--- src/rtl/uid_pkg.sv ---
// Shared definitions for the UID test memory writer and the UID test controller.
// The CSUM state exists only when UID_WR_CHECKSUM_EN is defined.
package uid_pkg;

   localparam int UID_WORDS       = 6;
   localparam int UID_ADDR_W      = 3;
   localparam int UID_WAIT_CYCLES = 2;
   localparam int UID_BYTE_W      = 8;
   localparam int UID_WORD_W      = 16;
   localparam int UID_CSUM_W      = 16;
   localparam int UID_CNT_W       = 3;

   typedef enum logic [2:0] {
      ST_IDLE,
      ST_LOW,
      ST_HIGH,
      ST_WRITE,
      ST_WAIT,
      ST_DONE
`ifdef UID_WR_CHECKSUM_EN
      ,
      ST_CSUM
`endif
   } uid_state_e;

   // Little-endian pairing: first byte of the pair lands in bits [7:0].
   function automatic logic [UID_WORD_W-1:0] uid_pack(input logic [UID_BYTE_W-1:0] lo,
                                                      input logic [UID_BYTE_W-1:0] hi);
      return {hi, lo};
   endfunction

endpackage

--- src/rtl/uid_byte_packer.sv ---
// Byte-pair capture for the UID writer: accepts bytes while enabled and emits a
// one-cycle word_valid with the packed 16-bit word after the high byte lands.
module uid_byte_packer
   import uid_pkg::*;
(
   input  logic                  clk,
   input  logic                  rst,
   input  logic                  en,
   input  logic                  sel_high,
   input  logic                  in_valid,
   input  logic [UID_BYTE_W-1:0] in_data,
   output logic                  in_ready,
   output logic                  accept,
   output logic                  word_valid,
   output logic [UID_WORD_W-1:0] word
);

   logic [UID_BYTE_W-1:0] lo_q;
   logic [UID_BYTE_W-1:0] hi_q;
   logic                  vld_q;

   assign in_ready   = en;
   assign accept     = en & in_valid;
   assign word_valid = vld_q;
   assign word       = uid_pack(lo_q, hi_q);

   always_ff @(posedge clk) begin
      if (rst) begin
         lo_q  <= '0;
         hi_q  <= '0;
         vld_q <= 1'b0;
      end else begin
         vld_q <= accept & sel_high;
         if (accept && !sel_high) lo_q <= in_data;
         if (accept && sel_high)  hi_q <= in_data;
      end
   end

endmodule

--- src/rtl/uid_test_writer.sv ---
// Streams byte pairs into the UID test memory at addresses 0..WORDS-1 with settle gaps.
// Optional UID_WR_CHECKSUM_EN appends an XOR checksum word at address WORDS.
module uid_test_writer
   import uid_pkg::*;
#(
   parameter int ADDR_W      = UID_ADDR_W,
   parameter int WORDS       = UID_WORDS,
   parameter int WAIT_CYCLES = UID_WAIT_CYCLES
) (
   input  logic                  clk,
   input  logic                  rst,
   input  logic                  start,
   input  logic                  in_valid,
   input  logic [UID_BYTE_W-1:0] in_data,
   output logic                  in_ready,
   output logic                  wren,
   output logic [ADDR_W-1:0]     address,
   output logic [UID_WORD_W-1:0] data,
   output logic                  busy,
   output logic                  done
);

   localparam logic [ADDR_W-1:0]    LAST_ADDR = ADDR_W'(WORDS - 1);
   localparam logic [UID_CNT_W-1:0] WAIT_INIT = UID_CNT_W'(WAIT_CYCLES);

   uid_state_e state_q, state_d;

   logic [ADDR_W-1:0]     addr_q;
   logic [UID_CNT_W-1:0]  cnt_q;
   logic                  addr_clr;
   logic                  addr_inc;
   logic                  cnt_load;
   logic                  pk_en;
   logic                  pk_high;
   logic                  pk_accept;
   logic                  pk_word_valid;
   logic [UID_WORD_W-1:0] pk_word;

`ifdef UID_WR_CHECKSUM_EN
   localparam logic [ADDR_W-1:0] CSUM_ADDR = ADDR_W'(WORDS);

   logic                  csum_go;
   logic                  csum_sel_q;
   logic [UID_CSUM_W-1:0] csum_q;
`endif

   uid_byte_packer u_packer (
      .clk        (clk),
      .rst        (rst),
      .en         (pk_en),
      .sel_high   (pk_high),
      .in_valid   (in_valid),
      .in_data    (in_data),
      .in_ready   (in_ready),
      .accept     (pk_accept),
      .word_valid (pk_word_valid),
      .word       (pk_word)
   );

   always_comb begin
      state_d  = state_q;
      addr_clr = 1'b0;
      addr_inc = 1'b0;
      cnt_load = 1'b0;
      pk_en    = 1'b0;
      pk_high  = 1'b0;
`ifdef UID_WR_CHECKSUM_EN
      csum_go  = 1'b0;
`endif
      case (state_q)
         ST_IDLE, ST_DONE: begin
            if (start) begin
               addr_clr = 1'b1;
               state_d  = ST_LOW;
            end
         end
         ST_LOW: begin
            pk_en = 1'b1;
            if (pk_accept) state_d = ST_HIGH;
         end
         ST_HIGH: begin
            pk_en   = 1'b1;
            pk_high = 1'b1;
            if (pk_accept) state_d = ST_WRITE;
         end
         ST_WRITE: begin
            cnt_load = 1'b1;
            state_d  = ST_WAIT;
         end
         ST_WAIT: begin
            // Leaving on the last count keeps the settle gap at exactly WAIT_CYCLES.
            if (cnt_q <= UID_CNT_W'(1)) begin
`ifdef UID_WR_CHECKSUM_EN
               if (addr_q == LAST_ADDR) begin
                  csum_go = 1'b1;
                  state_d = ST_CSUM;
               end else if (addr_q == CSUM_ADDR) begin
                  state_d = ST_DONE;
               end else begin
                  addr_inc = 1'b1;
                  state_d  = ST_LOW;
               end
`else
               if (addr_q == LAST_ADDR) begin
                  state_d = ST_DONE;
               end else begin
                  addr_inc = 1'b1;
                  state_d  = ST_LOW;
               end
`endif
            end
         end
`ifdef UID_WR_CHECKSUM_EN
         ST_CSUM: begin
            cnt_load = 1'b1;
            state_d  = ST_WAIT;
         end
`endif
         default: state_d = ST_IDLE;
      endcase
   end

   always_ff @(posedge clk) begin
      if (rst) state_q <= ST_IDLE;
      else     state_q <= state_d;
   end

   always_ff @(posedge clk) begin
      if (rst) begin
         addr_q <= '0;
         cnt_q  <= '0;
      end else begin
         if (addr_clr)      addr_q <= '0;
         else if (addr_inc) addr_q <= addr_q + 1'b1;
`ifdef UID_WR_CHECKSUM_EN
         else if (csum_go)  addr_q <= CSUM_ADDR;
`endif
         if (cnt_load)                          cnt_q <= WAIT_INIT;
         else if (state_q == ST_WAIT && cnt_q != '0) cnt_q <= cnt_q - 1'b1;
      end
   end

`ifdef UID_WR_CHECKSUM_EN
   always_ff @(posedge clk) begin
      if (rst) begin
         csum_q     <= '0;
         csum_sel_q <= 1'b0;
      end else if (addr_clr) begin
         csum_q     <= '0;
         csum_sel_q <= 1'b0;
      end else begin
         if (pk_word_valid) csum_q <= csum_q ^ pk_word;
         if (csum_go)       csum_sel_q <= 1'b1;
      end
   end

   assign wren = pk_word_valid | (state_q == ST_CSUM);
   assign data = csum_sel_q ? csum_q : pk_word;
`else
   assign wren = pk_word_valid;
   assign data = pk_word;
`endif

   assign address = addr_q;
   assign busy    = (state_q != ST_IDLE) && (state_q != ST_DONE);
   assign done    = (state_q == ST_DONE);

endmodule

--- config.mk ---
export PLATFORM = sky130hd
export DESIGN_NAME = uid_test_writer
export DESIGN_NICKNAME = d
export VERILOG_FILES = /design/src/rtl/uid_pkg.sv /design/src/rtl/uid_byte_packer.sv /design/src/rtl/uid_test_writer.sv
export SDC_FILE = /design/constraint.sdc
export NUM_CORES = 1
export LEC_CHECK = 0
export ABC_CLOCK_PERIOD_IN_PS = 2029
export CAP_MARGIN = 5
export CORE_AREA = 2 2 40 78
export DETAILED_ROUTE_END_ITERATION = 7
export DIE_AREA = 0 0 42 80
export GPL_TIMING_DRIVEN = 0
export PLACE_DENSITY = 0.76
export SYNTH_ARGS = -nofsm -noshare
export SYNTH_HDL_FRONTEND = slang
export SYNTH_SLANG_ARGS = --single-unit
--- constraint.sdc ---
create_clock -name clk -period 2.03 [get_ports clk]
set_clock_uncertainty 0.05 [all_clocks]
set_input_delay 0.203 -clock clk [delete_from_list [all_inputs] [get_ports clk]]
set_output_delay 0.203 -clock clk [all_outputs]
set_load 0.1 [all_outputs]
# After elaboration in Yosys (flattened, before gate mapping)
# Cells that the tools add are included.
# word_totals
regBits,26
in_bits,12
word_cells,53
# op_classes
addsub,2
order_cmp,1
eq_ne,11
mux,16
bitwise,2
n_reduce_logical,14
# ops
cell,count
2-to-1 mux 3 bit,5
one-hot mux 3 bit (5 select lines),1
"== test 3 bit, second input constant",3
2-to-1 mux 1 bit,8
OR reduction 2 bit,4
"== test 3 x 2 -> 1 bit, second input constant",2
nonzero test 3 bit,2
logical AND 1 bit,4
2-to-1 mux 2 bit,2
"inequality test 2 x 1 -> 1 bit, second input constant",2
"inequality test 2 bit, second input constant",2
AND reduction 4 bit,1
"adder 3 x 1 -> 3 bit, second input constant",1
"== test 3 x 1 -> 1 bit, second input constant",1
"<= comparator 3 x 1 -> 1 bit, second input constant",1
zero test 3 bit,1
"inequality test 3 bit, second input constant",1
"subtractor 3 x 1 -> 3 bit, second input constant",1
AND 1 bit,2
nonzero test 2 bit,1
zero test 1 bit,1

# Logic depth before layout (Yosys ltp)
# depth
ltp_word,6
mapped_depth,6
depth_no_buf,6

# Hierarchy
# From an unflattened synthesis, not the netlist that was laid out.
# hier_totals
cells_unflattened,143
area_unflattened_um2,1392.6
# modules_own_cells
module,n_inst,cells_per_inst,area_each_um2
uid_byte_packer,1,68,752.0
uid_test_writer,1,75,640.6

# Worst setup path before layout
# No wires, ideal clock.
# synth_timing
path_kind,register to output
start,register state_q[0]
end,output done
t_arrival_ns,2.913
t_required_ns,1.777
slack_ns,-1.136
path_stages_with_launch,4
n_path_buf,2
path_cell_list,dfxtp_1 buf_6 clkbuf_1 nor3b_1
# synth_between
elab_chain_len,1
# synth_rtl
item,line_no,source
from (decl),uid_test_writer.sv:26,"uid_state_e state_q, state_d;"
from (signal assigned),uid_test_writer.sv:125,else state_q <= state_d;
== test 3 bit,uid_test_writer.sv:166,assign done = (state_q == ST_DONE);
to (decl),uid_test_writer.sv:20,output logic done
# No other way between the ends.

# Final worst setup path
# layout_timing
start,register u_packer.hi_q[3]
end,output data[11]
# layout_lines
item,line_no,source
from (decl),uid_byte_packer.sv:19,logic [UID_BYTE_W-1:0] hi_q;
from (signal assigned),uid_byte_packer.sv:35,if (accept && sel_high) hi_q <= in_data;
to (decl),uid_test_writer.sv:18,"output logic [UID_WORD_W-1:0] data,"
# No word-level cell between the ends.

==> qor.txt <==
Clock-pin slew on the worst setup and hold paths -> 0.09 ns
Sw Pwr -> 0.000388 W
Worst-Margin Slew -> 0.976 ns
Tightest Hold Check Type -> register to register
ANT cells -> 0
Final Power -> 0.00118 W
Area of the multi-input gates -> 646 µm²
Initial core utilization -> 0.446
Ys async rst share -> 0
Vias -> 1086
Crit path cell chain -> clkdlybuf4s50_1
Largest net degree at the start of global routing -> 15
TritonCTS clock tree -> yes
CTS H-Tree Depth -> 1
Cell Area, Synth -> 0.00122 mm²
Minimum clock period -> 2.00 ns
RSZ-0062 raised after global routing -> false
Vert. Die Dim -> 80 µm
Area grow syn2layout -> 38.5%
CTS buffer count -> 3
Avg Cell Area, Syn -> 9.04 µm²
Crit Path Max Fanout -> 2
Seq/Total Area, Yosys -> 0.427
Core ar. -> 0.00274 mm²
Max_cap viols -> 0
Worst setup margin -> 0.0333 ns
Placed cell area -> 0.00161 mm²
Kind of critical path -> register to primary output
Bufs and invs on worst path -> 1
PD cells -> 701 mW/mm²
GR Util met2 -> 0.352
Syn Inst Count -> 135
Share of layout cells above drive strength 1 -> 0.121
EDFF count, synth -> 0
DRC violations left -> 0
# clock sinks -> 26
Sw Share -> 0.328
WL per Instance -> 13.7 µm
Cell family with most CP delay -> buffers and inverters
Max-slew violations -> 0
Met3 usage -> 0.0475
Slew headroom -> 0.348
Max clock buf depth -> 2
# rows -> 27
Sum of negative setup slack -> 0 ns
Largest area contributor in the netlist -> dfxtp_1
Outcome -> complete, no violations
Final #Nets -> 191
Routed Antenna Nets -> 0
Iteration-0 DRC Markers -> 36
Post-CTS Setup Bufs -> 0
Synth area leaders -> dfxtp_1 (43%), mux2i_1 (6.6%), a21oi_1 (5.3%)
Root Driver -> clkbuf_8
FILL cells -> 237
Routability cong. -> 0.761
Die area -> 0.00336 mm²
Design area -> 0.00169 mm²
Vias per inst -> 5.38
Post-place setup slack -> -0.416 ns
Register Area -> 522 µm²
Grt peak-use layer -> met2
Power Internal -> 0.000796 W
First-pass GRT wire length -> 4820 µm
Critical Path RT -> 1.78 ns
Crit path DAT -> 1.74 ns
Syn. warnings -> 0
Ports -> 35
Aggregate global routing overflow -> 0
Hold_buf cts -> 0
Maximum VDD drop -> 627 µV
DP Wirelength -> 2180 µm
Antenna violations before repair -> 0
PortBufs -> 34
Combinational Power Share -> 0.263
Top-area cell type share of the netlist area -> 0.427
Util after Layout -> 0.617
Vias in the first global route -> 1111
Die width -> 42 µm
Clk Latency, worst-skew pair -> 0.27 ns
Seq cells post-synth -> 26
Setup violators final -> 0
Post-Synthesis Net Count -> 152
Total track usage -> 0.180
Clk pwr share -> 0.282
Met1 usage -> 0.172
Final hold violations -> 0
Total Wirelength -> 2770 µm
Post-synth cell types -> 38
Leakage -> 0.872 nW
Flop pwr share -> 0.455
Worst path slowest cell -> clkdlybuf4s50_1
Fin crit share -> 0.984
Max Fclk -> 501 MHz
Top_reg_cell synth -> dfxtp_1
CP peak stage delay -> 1.13 ns
First-pass iteration count of the detailed router -> 4
Worst Setup End Kind -> primary output
Post-cts sizing count -> 17
Startpoint types -> register
==> power groups by stage <==
stage	combinational (W)	sequential (W)	clock [W]
after global routing	0.000330	0.000542	0.000357
after CTS	0.000316	0.000539	0.000340
after floorplan	0.000146	0.000638	0
after detailed placement	0.000317	0.000551	0
after global placement	0.000313	0.000550	0
final	0.000312	0.000538	0.000334
==> cell usage after synthesis (all sizes together), types with 2 or more instances <==
cell type	n
or3b	2
nand2b	5
nor3b	3
nand4bb	2
dfxtp	26
mux2i	8
a211oi	2
nor2	11
nand2	16
o21ai	4
clkbuf	6
nor3	3
ha	5
o31ai	2
inv	5
buf	3
a21oi	13
or4	2
==> routing by layer <==
metal / up-vias / share of wire
met3: 5 / 0.051
met4: 0 / 0.012
met2: 30 / 0.58
li1: 545 / -
met1: 506 / 0.36
met5: - / 0
==> worst reg2reg max path, stage by stage (launching register included) <==
cell and delay [ns]:
dfxtp_1 0.38, inv_1 0.10, ha_1 0.21, ha_1 0.22, or3b_1 0.41, a2111oi_0 0.41
==> flip-flops by register name, summed over array words and instances, names as in the netlist <==
signal	cells
address	3
cnt_q	3
state_q	3
u_packer.hi_q	8
u_packer.lo_q	8
u_packer.word_valid	1
==> cell families after synthesis <==
logic type      count (synthesis)  share of synthesized area
buf+inv                        14                     0.0513
simple gates                   50                      0.227
flops                          26                      0.427
xor+xnor                        1                    0.00718
mux                             9                     0.0749
fa+ha+maj                       5                     0.0513
compound gates                 30                      0.162
==> through the flow <==
| step | cells | hold WS (ns) |
|---|---|---|
| 6_report | 202 | 0.406 |
| 5_1_grt | 202 | 0.420 |
| 4_1_cts | 202 | 0.408 |
| 3_5_place_dp | 198 | 0.398 |
| 3_3_place_gp | 198 | 0.393 |
| 2_1_floorplan | 135 | 0.219 |
==> layout make-up <==
cell class,instances,share of cell area
multi-input cells,95,0.382
flip-flops and latches,26,0.309
repair buffers,34,0.216
clock buffers,4,0.0326
plain buffers,9,0.0274
well taps,29,0.0215
inverters,5,0.0111
==> cells in the final DEF, fill, tap and decap left out, types with 3 or more instances in the layout <==
cell type / synthesis / final
mux2i_1: 8 / 8
nand2b_1: 5 / 5
ha_1: 5 / 5
a21oi_1: 13 / 12
nor2_1: 11 / 11
dfxtp_1: 26 / 25
clkdlybuf4s50_1: 0 / 14
clkbuf_8: 0 / 4
inv_1: 5 / 5
nor3_1: 3 / 3
clkbuf_1: 6 / 4
o21ai_0: 3 / 3
nand2_1: 16 / 16
dlymetal6s2s_1: 0 / 15
buf_2: 2 / 3
==> final timing paths <==
kind | start | to | slack (ns) | cells after the start
setup / recovery | u_packer.hi_q[3] | data[11] | 0.03 | 1
hold / removal | u_packer.hi_q[7] | u_packer.hi_q[7] | 0.41 | 2
setup reg to reg | cnt_q[0] | cnt_q[0] | 0.15 | 5
hold reg to reg | u_packer.hi_q[7] | u_packer.hi_q[7] | 0.41 | 2
No activity file was read; power rests on OpenSTA's default activity.
